File: config.mk
export PLATFORM = sky130hd
export DESIGN_NAME = uart_frame_tx_sched_flat
export DESIGN_NICKNAME = d
export VERILOG_FILES = /design/src/rtl/uart_frame_pkg.sv /design/src/rtl/uart_frame_tx_sched_if.sv /design/src/rtl/uart_frame_tx_sched_crc32.sv /design/src/rtl/uart_frame_tx_sched.sv /design/src/flat_wrapper.sv
export SDC_FILE = /design/constraint.sdc
export NUM_CORES = 1
export LEC_CHECK = 0
export CORE_MARGIN = 5
export CORE_UTILIZATION = 35
export DETAILED_ROUTE_END_ITERATION = 6
export PLACE_DENSITY = 0.65
export SYNTH_ARGS = -nofsm -noshare
export SYNTH_HDL_FRONTEND = slang
export SYNTH_SLANG_ARGS = --single-unit
export TNS_END_PERCENT = 100
File: constraint.sdc
create_clock -name CLK -period 2.1 [get_ports CLK]
set_input_delay 0.42 -clock CLK [delete_from_list [all_inputs] [get_ports CLK]]
set_output_delay 0.42 -clock CLK [all_outputs]
set_load 0.01 [all_outputs]
File: src/rtl/uart_frame_pkg.sv
// Shared constants for the UART frame scheduler and the receiver-side checker:
// framing bytes, CRC-32/IEEE parameters and the FSM state encoding.
package uart_frame_pkg;

  localparam int          BYTE_W       = 8;
  localparam logic [7:0]  PREAMBLE     = 8'h7E;
  localparam logic [31:0] CRC32_POLY   = 32'hEDB88320;
  localparam logic [31:0] CRC32_INIT   = 32'hFFFFFFFF;
  localparam logic [31:0] CRC32_XOROUT = 32'hFFFFFFFF;
  localparam int          CSM_BYTE_NUM = 4;

  localparam logic [2:0] ST_IDLE = 3'd0;
  localparam logic [2:0] ST_PRE  = 3'd1;
  localparam logic [2:0] ST_OPT  = 3'd2;
  localparam logic [2:0] ST_LEN  = 3'd3;
  localparam logic [2:0] ST_DATA = 3'd4;
  localparam logic [2:0] ST_CRC  = 3'd5;

  // Final checksum value put on the wire; a poisoned frame sends its complement
  // so the receiver is guaranteed to reject it.
  function automatic logic [31:0] crc32_final(input logic [31:0] crc, input logic poison);
    logic [31:0] v_fin;
    v_fin = crc ^ CRC32_XOROUT;
    return poison ? ~v_fin : v_fin;
  endfunction

endpackage

File: src/rtl/uart_frame_tx_sched_if.sv
// Bundle between the frame requesters / byte transmitter (master side) and the
// scheduler (slave side).
//
// Handshakes: every valid/ready pair transfers exactly on a rising CLK edge
// where both are high. The source holds valid and its payload stable until that
// transfer; ready may depend combinationally on valid's counterpart state but
// never on the source's payload. req_valid is a level held until done/err.
interface uart_frame_tx_sched_if #(
  parameter int N_REQ = 4
);
  import uart_frame_pkg::*;

  logic [N_REQ-1:0]        req_valid;
  logic [N_REQ*BYTE_W-1:0] req_opt;
  logic [N_REQ*BYTE_W-1:0] req_len;
  logic [N_REQ-1:0]        dat_valid;
  logic [N_REQ*BYTE_W-1:0] dat_byte;
  logic [N_REQ-1:0]        dat_ready;
  logic [N_REQ-1:0]        done;
  logic [N_REQ-1:0]        err;
  logic [N_REQ-1:0]        grant;
  logic                    tx_valid;
  logic [BYTE_W-1:0]       tx_byte;
  logic                    tx_ready;
  logic                    busy;

  modport master (
    output req_valid, req_opt, req_len, dat_valid, dat_byte, tx_ready,
    input  dat_ready, done, err, grant, tx_valid, tx_byte, busy
  );

  modport slave (
    input  req_valid, req_opt, req_len, dat_valid, dat_byte, tx_ready,
    output dat_ready, done, err, grant, tx_valid, tx_byte, busy
  );

endinterface

File: src/rtl/uart_frame_tx_sched_crc32.sv
// One-byte CRC-32/IEEE step (reflected polynomial, LSB first), purely
// combinational so both transmit and receive paths can share it.
module crc32_byte_upd
  import uart_frame_pkg::*;
(
  input  logic [31:0] i_crc,
  input  logic [7:0]  i_byte,
  output logic [31:0] o_crc
);

  // Eight bit-serial shift/xor steps unrolled into one cycle.
  always_comb begin
    o_crc = i_crc ^ {24'h0, i_byte};
    for (int b = 0; b < 8; b++) begin
      o_crc = o_crc[0] ? ((o_crc >> 1) ^ CRC32_POLY) : (o_crc >> 1);
    end
  end

endmodule

File: src/rtl/uart_frame_tx_sched.sv
// Round-robin owner of a single UART byte transmitter. Each granted frame goes
// out as PRE, OPT, LEN, LEN data bytes, then a 4-byte CRC-32 (MSB first).
// A requester that stops supplying data is padded with zeros and its frame is
// closed with a complemented CRC so the far end drops it.
module uart_frame_tx_sched #(
  parameter int         N_REQ     = 4,
  parameter int         BYTE_SIZE = 8,
  parameter logic [7:0] PREAMBLE  = uart_frame_pkg::PREAMBLE,
  parameter int         STALL_MAX = 255
) (
  input  logic                CLK,
  input  logic                RST,
  uart_frame_tx_sched_if.slave bus,
  output logic [2:0]          o_dbg_state
);
  import uart_frame_pkg::*;

  localparam int IW = $clog2(N_REQ);
  localparam int SW = $clog2(STALL_MAX + 1);

  logic [2:0]           r_state;
  logic [N_REQ-1:0]     r_grant;
  logic [IW-1:0]        r_rr_ptr;
  logic [BYTE_SIZE-1:0] r_opt;
  logic [BYTE_SIZE-1:0] r_len;
  logic [BYTE_SIZE-1:0] r_cnt;
  logic [BYTE_SIZE-1:0] r_tx_byte;
  logic                 r_tx_valid;
  logic [N_REQ-1:0]     r_done;
  logic [N_REQ-1:0]     r_err;
  logic [31:0]          r_crc;
  logic [SW-1:0]        r_stall_cnt;
  logic                 r_stalled;
  logic [1:0]           r_csm_idx;

  logic                 w_hit;
  logic [IW-1:0]        w_win;
  logic [IW-1:0]        w_scan;
  logic                 w_xfer;
  logic [31:0]          w_crc_next;
  logic [31:0]          w_crc_out;
  logic                 w_dat_valid_g;
  logic [BYTE_SIZE-1:0] w_dat_byte_g;
  logic                 w_ld_rdy;
  logic                 w_ld;

  crc32_byte_upd u_crc (
    .i_crc  (r_crc),
    .i_byte (r_tx_byte),
    .o_crc  (w_crc_next)
  );

  // Round-robin search starting just after the last winner; the lowest offset wins.
  always_comb begin
    w_hit  = 1'b0;
    w_win  = '0;
    w_scan = '0;
    for (int k = N_REQ; k >= 1; k--) begin
      w_scan = IW'((int'(r_rr_ptr) + k) % N_REQ);
      if (bus.req_valid[w_scan]) begin
        w_hit = 1'b1;
        w_win = w_scan;
      end
    end
  end

  assign w_xfer        = r_tx_valid & bus.tx_ready;
  assign w_dat_valid_g = bus.dat_valid[r_rr_ptr];
  assign w_dat_byte_g  = bus.dat_byte[BYTE_SIZE*r_rr_ptr +: BYTE_SIZE];
  // The tx register can take a new data byte when empty or draining this cycle.
  assign w_ld_rdy      = (r_state == ST_DATA) & (r_cnt != r_len) & (~r_tx_valid | bus.tx_ready);
  // Once stalled, zero pads stand in for the missing requester data.
  assign w_ld          = w_ld_rdy & (r_stalled | w_dat_valid_g);
  assign w_crc_out     = crc32_final(w_crc_next, r_stalled);

  // Frame sequencer: arbitration, byte presentation, CRC accumulation, stall abort.
  always_ff @(posedge CLK) begin
    if (RST) begin
      r_state     <= ST_IDLE;
      r_grant     <= '0;
      r_rr_ptr    <= IW'(N_REQ - 1);
      r_opt       <= '0;
      r_len       <= '0;
      r_cnt       <= '0;
      r_tx_byte   <= '0;
      r_tx_valid  <= 1'b0;
      r_done      <= '0;
      r_err       <= '0;
      r_crc       <= CRC32_INIT;
      r_stall_cnt <= '0;
      r_stalled   <= 1'b0;
      r_csm_idx   <= '0;
    end else begin
      r_done <= '0;
      r_err  <= '0;
      case (r_state)
        ST_IDLE: begin
          if (w_hit) begin
            r_grant     <= {{(N_REQ-1){1'b0}}, 1'b1} << w_win;
            r_rr_ptr    <= w_win;
            r_opt       <= bus.req_opt[BYTE_SIZE*w_win +: BYTE_SIZE];
            r_len       <= bus.req_len[BYTE_SIZE*w_win +: BYTE_SIZE];
            r_crc       <= CRC32_INIT;
            r_cnt       <= '0;
            r_stall_cnt <= '0;
            r_stalled   <= 1'b0;
            r_tx_valid  <= 1'b1;
            r_tx_byte   <= PREAMBLE;
            r_state     <= ST_PRE;
          end
        end
        ST_PRE: begin
          if (w_xfer) begin
            r_tx_byte <= r_opt;
            r_state   <= ST_OPT;
          end
        end
        ST_OPT: begin
          if (w_xfer) begin
            r_crc     <= w_crc_next;
            r_tx_byte <= r_len;
            r_state   <= ST_LEN;
          end
        end
        ST_LEN: begin
          if (w_xfer) begin
            if (r_len == '0) begin
              r_crc     <= w_crc_out;
              r_tx_byte <= w_crc_out[31:24];
              r_csm_idx <= '0;
              r_state   <= ST_CRC;
            end else begin
              r_crc      <= w_crc_next;
              r_tx_valid <= 1'b0;
              r_state    <= ST_DATA;
            end
          end
        end
        ST_DATA: begin
          if (w_xfer) r_crc <= w_crc_next;
          if (w_ld) begin
            r_tx_byte   <= r_stalled ? '0 : w_dat_byte_g;
            r_tx_valid  <= 1'b1;
            r_cnt       <= r_cnt + 8'd1;
            r_stall_cnt <= '0;
          end else if (w_xfer) begin
            if (r_cnt == r_len) begin
              r_crc     <= w_crc_out;
              r_tx_byte <= w_crc_out[31:24];
              r_csm_idx <= '0;
              r_state   <= ST_CRC;
            end else begin
              r_tx_valid <= 1'b0;
            end
          end else if (!r_tx_valid && !r_stalled) begin
            if (r_stall_cnt == SW'(STALL_MAX)) r_stalled   <= 1'b1;
            else                               r_stall_cnt <= r_stall_cnt + 1'b1;
          end
        end
        ST_CRC: begin
          if (w_xfer) begin
            if (r_csm_idx == 2'(CSM_BYTE_NUM - 1)) begin
              r_tx_valid <= 1'b0;
              r_grant    <= '0;
              r_done     <= r_stalled ? '0 : r_grant;
              r_err      <= r_stalled ? r_grant : '0;
              r_state    <= ST_IDLE;
            end else begin
              r_tx_byte <= r_crc[23:16];
              r_crc     <= r_crc << 8;
              r_csm_idx <= r_csm_idx + 2'd1;
            end
          end
        end
        default: r_state <= ST_IDLE;
      endcase
    end
  end

  assign bus.dat_ready = r_grant & {N_REQ{w_ld_rdy & ~r_stalled}};
  assign bus.done      = r_done;
  assign bus.err       = r_err;
  assign bus.grant     = r_grant;
  assign bus.tx_valid  = r_tx_valid;
  assign bus.tx_byte   = r_tx_byte;
  assign bus.busy      = (r_state != ST_IDLE);
  assign o_dbg_state   = r_state;

endmodule
File: src/flat_wrapper.sv
// flat-port wrapper written by rule: the top's interface ports become plain ports
module uart_frame_tx_sched_flat import uart_frame_pkg::*;
#(
  parameter int         N_REQ     = 4,
  parameter int         BYTE_SIZE = 8,
  parameter logic [7:0] PREAMBLE  = uart_frame_pkg::PREAMBLE,
  parameter int         STALL_MAX = 255
)
  (CLK, RST, o_dbg_state, bus_req_valid, bus_req_opt, bus_req_len, bus_dat_valid, bus_dat_byte, bus_tx_ready, bus_dat_ready, bus_done, bus_err, bus_grant, bus_tx_valid, bus_tx_byte, bus_busy);
  uart_frame_tx_sched_if #(.N_REQ(N_REQ)) bus_i ();
  input  logic CLK;
  input  logic RST;
  output logic [2:0] o_dbg_state;
  input wire logic [$bits(bus_i.req_valid)-1:0] bus_req_valid;
  input wire logic [$bits(bus_i.req_opt)-1:0] bus_req_opt;
  input wire logic [$bits(bus_i.req_len)-1:0] bus_req_len;
  input wire logic [$bits(bus_i.dat_valid)-1:0] bus_dat_valid;
  input wire logic [$bits(bus_i.dat_byte)-1:0] bus_dat_byte;
  input wire logic [$bits(bus_i.tx_ready)-1:0] bus_tx_ready;
  output wire logic [$bits(bus_i.dat_ready)-1:0] bus_dat_ready;
  output wire logic [$bits(bus_i.done)-1:0] bus_done;
  output wire logic [$bits(bus_i.err)-1:0] bus_err;
  output wire logic [$bits(bus_i.grant)-1:0] bus_grant;
  output wire logic [$bits(bus_i.tx_valid)-1:0] bus_tx_valid;
  output wire logic [$bits(bus_i.tx_byte)-1:0] bus_tx_byte;
  output wire logic [$bits(bus_i.busy)-1:0] bus_busy;
  assign bus_i.req_valid = bus_req_valid;
  assign bus_i.req_opt = bus_req_opt;
  assign bus_i.req_len = bus_req_len;
  assign bus_i.dat_valid = bus_dat_valid;
  assign bus_i.dat_byte = bus_dat_byte;
  assign bus_i.tx_ready = bus_tx_ready;
  assign bus_dat_ready = bus_i.dat_ready;
  assign bus_done = bus_i.done;
  assign bus_err = bus_i.err;
  assign bus_grant = bus_i.grant;
  assign bus_tx_valid = bus_i.tx_valid;
  assign bus_tx_byte = bus_i.tx_byte;
  assign bus_busy = bus_i.busy;
  uart_frame_tx_sched #(.N_REQ(N_REQ), .BYTE_SIZE(BYTE_SIZE), .PREAMBLE(PREAMBLE), .STALL_MAX(STALL_MAX)) u_core (.CLK(CLK), .RST(RST), .bus(bus_i), .o_dbg_state(o_dbg_state));
endmodule
==> results of run 1 <==
final cells by class:
| cell class | count | share of cell area |
|---|---|---|
| Multi-Input combinational cell | 676 | 0.486 |
| Clock buffer | 10 | 0.0195 |
| Inverter | 11 | 0.00351 |
| Clock inverter | 6 | 0.00650 |
| Tap cell | 265 | 0.0282 |
| Sequential cell | 93 | 0.163 |
| Timing Repair Buffer | 378 | 0.293 |
kinds of logic after synthesis:
group           after synthesis  synth area share
mux                          62             0.111
xor+xnor                    104             0.161
fa+ha+maj                     3           0.00545
simple gates                262             0.176
buf+inv                      58            0.0329
flops                        93             0.270
compound gates              244             0.243
layout by cell type (no fill, tap or decap), types with 5 or more instances in the layout:
| master | synthesis | final |
|---|---|---|
| a211o_1 | 6 | 6 |
| a211oi_2 | 3 | 8 |
| a21oi_1 | 72 | 59 |
| a21oi_2 | 0 | 10 |
| a221o_1 | 8 | 8 |
| a221oi_2 | 1 | 8 |
| a31oi_1 | 7 | 7 |
| and2_1 | 15 | 12 |
| buf_12 | 0 | 11 |
| buf_4 | 0 | 193 |
| buf_6 | 0 | 40 |
| clkbuf_16 | 0 | 9 |
| clkdlybuf4s50_1 | 0 | 121 |
| dfxtp_1 | 93 | 66 |
| dfxtp_2 | 0 | 18 |
| dfxtp_4 | 0 | 9 |
| dlygate4sd2_1 | 0 | 8 |
| inv_1 | 11 | 11 |
| mux2_2 | 20 | 19 |
| mux2i_1 | 32 | 31 |
| mux4_2 | 9 | 9 |
| nand2_1 | 87 | 83 |
| nand2b_1 | 18 | 16 |
| nand3_1 | 13 | 11 |
| nand4_1 | 7 | 7 |
| nor2_1 | 76 | 64 |
| nor2_2 | 0 | 9 |
| nor3_1 | 17 | 11 |
| nor3_4 | 0 | 5 |
| nor4_4 | 0 | 5 |
| o211ai_1 | 20 | 20 |
| o21ai_0 | 49 | 25 |
| o21ai_1 | 0 | 11 |
| o21ai_2 | 1 | 13 |
| xnor2_1 | 59 | 45 |
| xnor2_2 | 9 | 16 |
| xnor2_4 | 2 | 9 |
| xor2_1 | 27 | 23 |
sequential cells by signal, indices dropped and copies added, names as in the netlist:
signal	flops
u_core.r_crc	32
u_core.bus.tx_byte	8
u_core.r_cnt	8
u_core.r_len	8
u_core.r_opt	8
u_core.r_stall_cnt	8
u_core.bus.done	4
u_core.bus.err	4
u_core.bus.grant	4
u_core.o_dbg_state	3
u_core.r_csm_idx	2
u_core.r_rr_ptr	2
u_core.bus.tx_valid	1
u_core.r_stalled	1
path summary, 6_finish.rpt:
path / from / to / slack (ns) / cells past startpoint
setup / recovery: u_core.r_len[6]$_SDFFE_PP0P_ / bus_dat_ready[2] / -0.25 / 7
hold / removal: u_core.r_opt[6]$_SDFFE_PP0P_ / u_core.r_opt[6]$_SDFFE_PP0P_ / 0.46 / 2
setup reg to reg: u_core.r_len[6]$_SDFFE_PP0P_ / u_core.r_crc[6]$_SDFFE_PP1P_ / -0.22 / 9
hold reg to reg: u_core.r_opt[6]$_SDFFE_PP0P_ / u_core.r_opt[6]$_SDFFE_PP0P_ / 0.46 / 2
where the power goes:
group | switching, mW | total (mW) | internal (mW) | leakage, nW
Combinational | 9.48 | 19.7 | 10.3 | 3.62
Clock | 0.814 | 1.77 | 0.952 | 0.150
Sequential | 0.792 | 3.14 | 2.35 | 0.770
per-stage QoR:
| step | hold WS [ns] | setup WS, ns | cells | utilization |
|---|---|---|---|---|
| 4_1_cts | 0.444 | -0.190 | 1421 | 0.574 |
| 3_5_place_dp | 0.459 | -0.511 | 1380 | 0.525 |
| 3_3_place_gp | 0.452 | -0.481 | 1380 | 0.525 |
| 6_report | 0.461 | -0.252 | 1439 | 0.606 |
| 2_1_floorplan | 0.436 | -0.0490 | 826 | - |
| 5_1_grt | 0.492 | -0.344 | 1439 | 0.606 |
critical path, stage by stage (launching register included):
cell     delay [ns]
dfxtp_2        0.34
xnor2_2        0.21
nand4_1        0.17
buf_4          0.18
nor2_4         0.13
and3b_2        0.26
and2_4         0.17
buf_6          0.11
timing repair:
item / in CTS / in global routing
hold buffers: 0 / 0
resized for setup: 133 / 129
hold endpoints to repair: 0 / 0
pin swaps: 49 / 70
endpoints found under the setup margin: 85 / 78
buffers inserted: 26 / 22
gates cloned: 1 / 1
per-layer routing:
layer  vias up  track usage  wire length [um]
met1      3838        0.301             11500
met5         -            0                 0
li1       3702            -                 -
met3        86       0.0626              2500
met4         0        0.100              1150
met2       405        0.411             13700
==> results.cfg, run 1 <==
[timing]
transition_time_of_the_tightest_slew_check_pin_ns = 0.517
clock-skew-final_ns = 0.0144
slew-limit-headroom = 0.654
sum_of_negative_setup_slack_ns = -4.35
rsz0062_at_grt = yes
post-route-period-util = 1.12
final_critical_path_required_period_ns = 2.35
setup_viol = 41
timing.final.ws_setup_ns = -0.252
finalHoldViolations = 0
fmax_mhz = 425
final_max_slew_viol_count = 0

[route]
wire_per_inst_um = 20.1
drt_wl_total_mm = 28.9
drtIter0Drc = 531
detail_route.first_pass.iterations = 5
antenna_violating_nets_post_route = 0
detail_route.drc_violations = 0
routed_via_density = 5.58
num_vias = 8031

[clock_network]
cts_made_buffers = 9
tritoncts = yes
cts.clk_slew.worst_paths_ns = 0.07
ctsLongestPathBuffers = 2
clock_insertion_delay_worst_skew_ns = 0.37
cts_max_level = 3
clk_root_buffer_cell = clkbuf_16
cts_sinks = 93

[setup_path]
criticalPathCategory = flop to primary output
worst_setup_path_end_kind = primary output
worst_path_maximum_fanout = 4
timing.critical_path.arrival_ns = 1.93
cp_data_required_time_ns = 1.68
start_kind = flop

[logic_synthesis]
synthDistinctLibCells = 75
synth_largest_type_area_fraction = 0.270
syn_inst = 826
leading_cell_type_by_number_of_instances_after_synthesis = dfxtp_1
synth.ff_latch_count = 93
synth_top_cells_by_area = dfxtp_1 (27%), xnor2_1 (7.5%), a21oi_1 (5.2%)
synth_seq_area_share = 0.270
synth_nets = 936
synth_common_cells = dfxtp_1 (93), nand2_1 (87), nor2_1 (76), a21oi_1 (72), xnor2_1 (59)
synth-edff-count = 0
synth_largest_area_cell = dfxtp_1
syn_avg_cell_area_sq_um = 8.34
postSynth.asyncResetShare = 0
yosysWarnings = 0
yosys_most_used_dff = dfxtp_1
syn_area_sq_um = 6890

[layout]
seqCellArea_sq_um = 1920
post_route_cells_drive_above_1_share = 0.399
multi_input_comb_area_sq_um = 5710
finish.instance_area_sq_um = 11700
layout.filler_cells = 1628
layout-area-overhead-vs-synth_pct = 70.4
diodes = 0
design.final.nets = 1279

[run_status]
violations = negative setup slack
outcome = finished, violations left

[power_and_ir_drop]
total_power_of_the_final_layout_mw = 24.6
cellPowerDensity_nw_per_um2 = 2100
power.leakage_nw = 4.54
worst_vdd_ir_mv = 1.00

[grt]
total_congestion_overflow_after_global_routing = 0
gr-usage-all-layers = 0.246
wire_length_of_the_first_global_routing_pass_mm = 42.9
grt_antenna_before_repair = 0
number_of_global_route_vias_before_repair = 7788
grt_start_max_net_pins = 38

[worst_hold_path]
hp-class = flop to flop

[place]
place.port_buffers = 135
placedInstanceArea_sq_um = 10200
detailed_place_hpwl_mm = 21.6
global_placer_s_final_weighted_congestion = 0.954

[job]
maxCapViolations = 0

[floorplan]
die_width_um = 150
floorplan.die_area_sq_um = 22600
floorplan.rows = 51
design.core.area_sq_um = 19400
floorplan.initialDensity = 0.355
fp.dieH_um = 150
io-pin-count = 136
Power figures use the tool's default switching activity.
==> run 2, diff against run 1 <==
--- a/config.mk
+++ b/config.mk
@@ -5,6 +5,7 @@
 export SDC_FILE = /design/constraint.sdc
 export NUM_CORES = 1
 export LEC_CHECK = 0
+export CORE_ASPECT_RATIO = 0.7
 export CORE_MARGIN = 5
 export CORE_UTILIZATION = 35
 export DETAILED_ROUTE_END_ITERATION = 6
==> run 2 against run 1 <==
Critical path depth rose by 5. Maximum frequency rose by 4.1%. Non-clock buffer count rose by 5. Largest power group unchanged. The run still ends with negative setup slack left.
==> results.cfg, run 2 (same netlist as run 1, synthesis figures left out) <==
[floorplan]
floorplan.rows = 43
io-pin-count = 136
floorplan.die_area_sq_um = 22600
floorplan.initialDensity = 0.352
die_width_um = 178
design.core.area_sq_um = 19600
fp.dieH_um = 127

[grt]
total_congestion_overflow_after_global_routing = 0
grt_start_max_net_pins = 45
wire_length_of_the_first_global_routing_pass_mm = 42.7
number_of_global_route_vias_before_repair = 7580
gr-usage-all-layers = 0.243
grt_antenna_before_repair = 1

[power_and_ir_drop]
power_frac_seq = 0.122
worst_vdd_ir_mv = 1.58
power.combinational.fraction = 0.811
power.clock.fraction = 0.067
internal_power_mw = 14.2
power.leakage_nw = 4.69
cellPowerDensity_nw_per_um2 = 2140
switchingPower_mw = 11.6
switching_share = 0.449

[route]
detail_route.drc_violations = 0
routed_via_density = 5.63
met2RoutedLength_mm = 12.9
top_metal_used = met5
num_vias = 8153
drtIter0Drc = 955
drt_wl_total_mm = 29.9
detail_route.first_pass.iterations = 6
antenna_violating_nets_post_route = 0
drt-met1-wl_mm = 13.0
wl_met3_mm = 3.23
wire_per_inst_um = 20.6

[setup_path]
rr_worst_depth = 12
timing.critical_path.arrival_ns = 2.53
worst_path_maximum_fanout = 8
criticalPathCategory = flop to flop
cp_data_required_time_ns = 2.37
start_kind = flop
r2r_end = u_core.bus.tx_byte[2]$_SDFFE_PP0P_
worst-path-buf-inv = 5
crit_chain = xnor2_2 -> nand4_1 -> nor2_2 -> buf_4 -> buf_4 -> buf_6 -> a21oi_4 -> buf_6 -> a211oi_4 -> buf_12 -> nor2_1 -> a311oi_2
largest_delay_contributor_family_on_the_critical_path = buffers and inverters
worst_setup_path_end_kind = flop
r2r_setup_slack_ns = -0.16
crit_slowest_cell = dfxtp_2
r2r_start = u_core.r_cnt[5]$_SDFFE_PP0P_
crit_path_max_incr_delay_ns = 0.35

[timing]
slew-limit-headroom = 0.633
sum_of_negative_setup_slack_ns = -3.83
fmax_mhz = 442
final_critical_path_required_period_ns = 2.26
timing.final.ws_setup_ns = -0.160
post-route-period-util = 1.08
fin_hold_ws_ns = 0.468
clock-skew-final_ns = 0.00601
finalHoldViolations = 0
rsz0062_at_grt = yes
final_max_slew_viol_count = 0
setup_viol = 52
transition_time_of_the_tightest_slew_check_pin_ns = 0.549

[run_status]
violations = negative setup slack
outcome = finished, violations left

[clock_network]
ctsLongestPathBuffers = 2
cts_max_level = 3
clk_root_buffer_cell = clkbuf_16
cts_made_buffers = 9
clock_insertion_delay_worst_skew_ns = 0.36
cts.clk_slew.worst_paths_ns = 0.07
cts_sinks = 93
tritoncts = yes
postCtsHoldBufs = 0

[worst_hold_path]
hold_path.startpoint = u_core.r_opt[2]$_SDFFE_PP0P_
hold-path-cell-count = 2
min_delay_worst_endpoint = u_core.r_opt[2]$_SDFFE_PP0P_
hp-class = flop to flop

[layout]
regMostFlops = u_core.r_crc
post_route_cells_drive_above_1_share = 0.431
finish.instance_area_sq_um = 12100
mostFrequentLayoutCells = buf_4 (204), clkdlybuf4s50_1 (120), nand2_1 (82)
layout.cells.most_common = buf_4
largest_register_ffs = 32
design.final.nets = 1284
diodes = 0
layout-area-overhead-vs-synth_pct = 75.3

[place]
placedInstanceArea_sq_um = 10200
detailed_place_hpwl_mm = 21.7
dp_slack_ns = -0.684
place.port_buffers = 135
global_placer_s_final_weighted_congestion = 0.985

[job]
maxCapViolations = 0
run 2: changes by cell type in the layout (fill, tap and decap cells not counted), moves of 6 or more:
cell	change
buf_4	+11
buf_6	-12
buf_12	+6
xnor2_1	-11
xnor2_2	+7
o21ai_2	-6
run 2: cell type report:
| cell class | instances | area [sq um] |
|---|---|---|
| fillers | 1575 | 7500 |
| flip-flops and latches | 93 | 1930 |
| inverters | 11 | 41.3 |
| clock buffers | 9 | 225 |
| well taps | 270 | 338 |
| clock inverters | 7 | 81.3 |
| multi-input cells | 676 | 5960 |
| repair buffers | 383 | 3510 |
run 2: worst max-delay path by stage:
| stage | startpoint | depth (start not counted) | to | slack, ns |
|---|---|---|---|---|
| floorplan | u_core.bus.tx_byte[1]$_SDFFE_PP0P_ | 7 | u_core.r_crc[8]$_SDFFE_PP1P_ | -0.05 |
| global placement | bus_dat_valid[1] | 8 | u_core.bus.tx_byte[6]$_SDFFE_PP0P_ | -0.60 |
| detailed placement | bus_dat_valid[1] | 8 | u_core.bus.tx_byte[2]$_SDFFE_PP0P_ | -0.68 |
| CTS | u_core.r_len[1]$_SDFFE_PP0P_ | 6 | bus_dat_ready[0] | -0.07 |
| global route | u_core.r_len[3]$_SDFFE_PP0P_ | 10 | u_core.bus.tx_byte[0]$_SDFFE_PP0P_ | -0.27 |
| finish | u_core.r_cnt[5]$_SDFFE_PP0P_ | 12 | u_core.bus.tx_byte[2]$_SDFFE_PP0P_ | -0.16 |
run 2: power groups by stage:
stage / Combinational [mW] / Sequential [mW] / Clock (mW)
5_1_grt: 21.8 / 3.19 / 1.83
4_1_cts: 17.4 / 3.08 / 1.76
2_1_floorplan: 9.07 / 2.85 / 0
3_5_place_dp: 15.5 / 3.00 / 0
6_report: 21.0 / 3.15 / 1.74
3_3_place_gp: 15.4 / 2.98 / 0
run 2: routing by layer:
layer / GRT usage / vias up
met4: 0.0541 / 2
met1: 0.354 / 3874
met3: 0.0707 / 76
met2: 0.355 / 488
li1: - / 3713
met5: 0 / -
run 2: worst register-to-register path, delay by kind of cell, from the launching register on:
kind,cells,cell delay (ns)
buf+inv,5,0.63
compound gates,3,0.57
simple gates,3,0.43
flops,1,0.35
xor+xnor,1,0.20
run 2: what timing repair did:
| action | CTS | global route |
|---|---|---|
| resized for setup | 130 | 171 |
| endpoints found under the setup margin | 88 | 88 |
| gates cloned | 2 | 0 |
| buffers inserted | 23 | 27 |
| pin swaps | 44 | 82 |
run 2: through the flow:
| stage | std cells | util | total power [mW] |
|---|---|---|---|
| finish | 1449 | 0.617 | 25.9 |
| global route | 1449 | 0.617 | 26.8 |
| CTS | 1424 | 0.568 | 22.2 |
| detailed placement | 1385 | 0.522 | 18.5 |
| global placement | 1385 | 0.522 | 18.4 |
| floorplan | 826 | - | 11.9 |
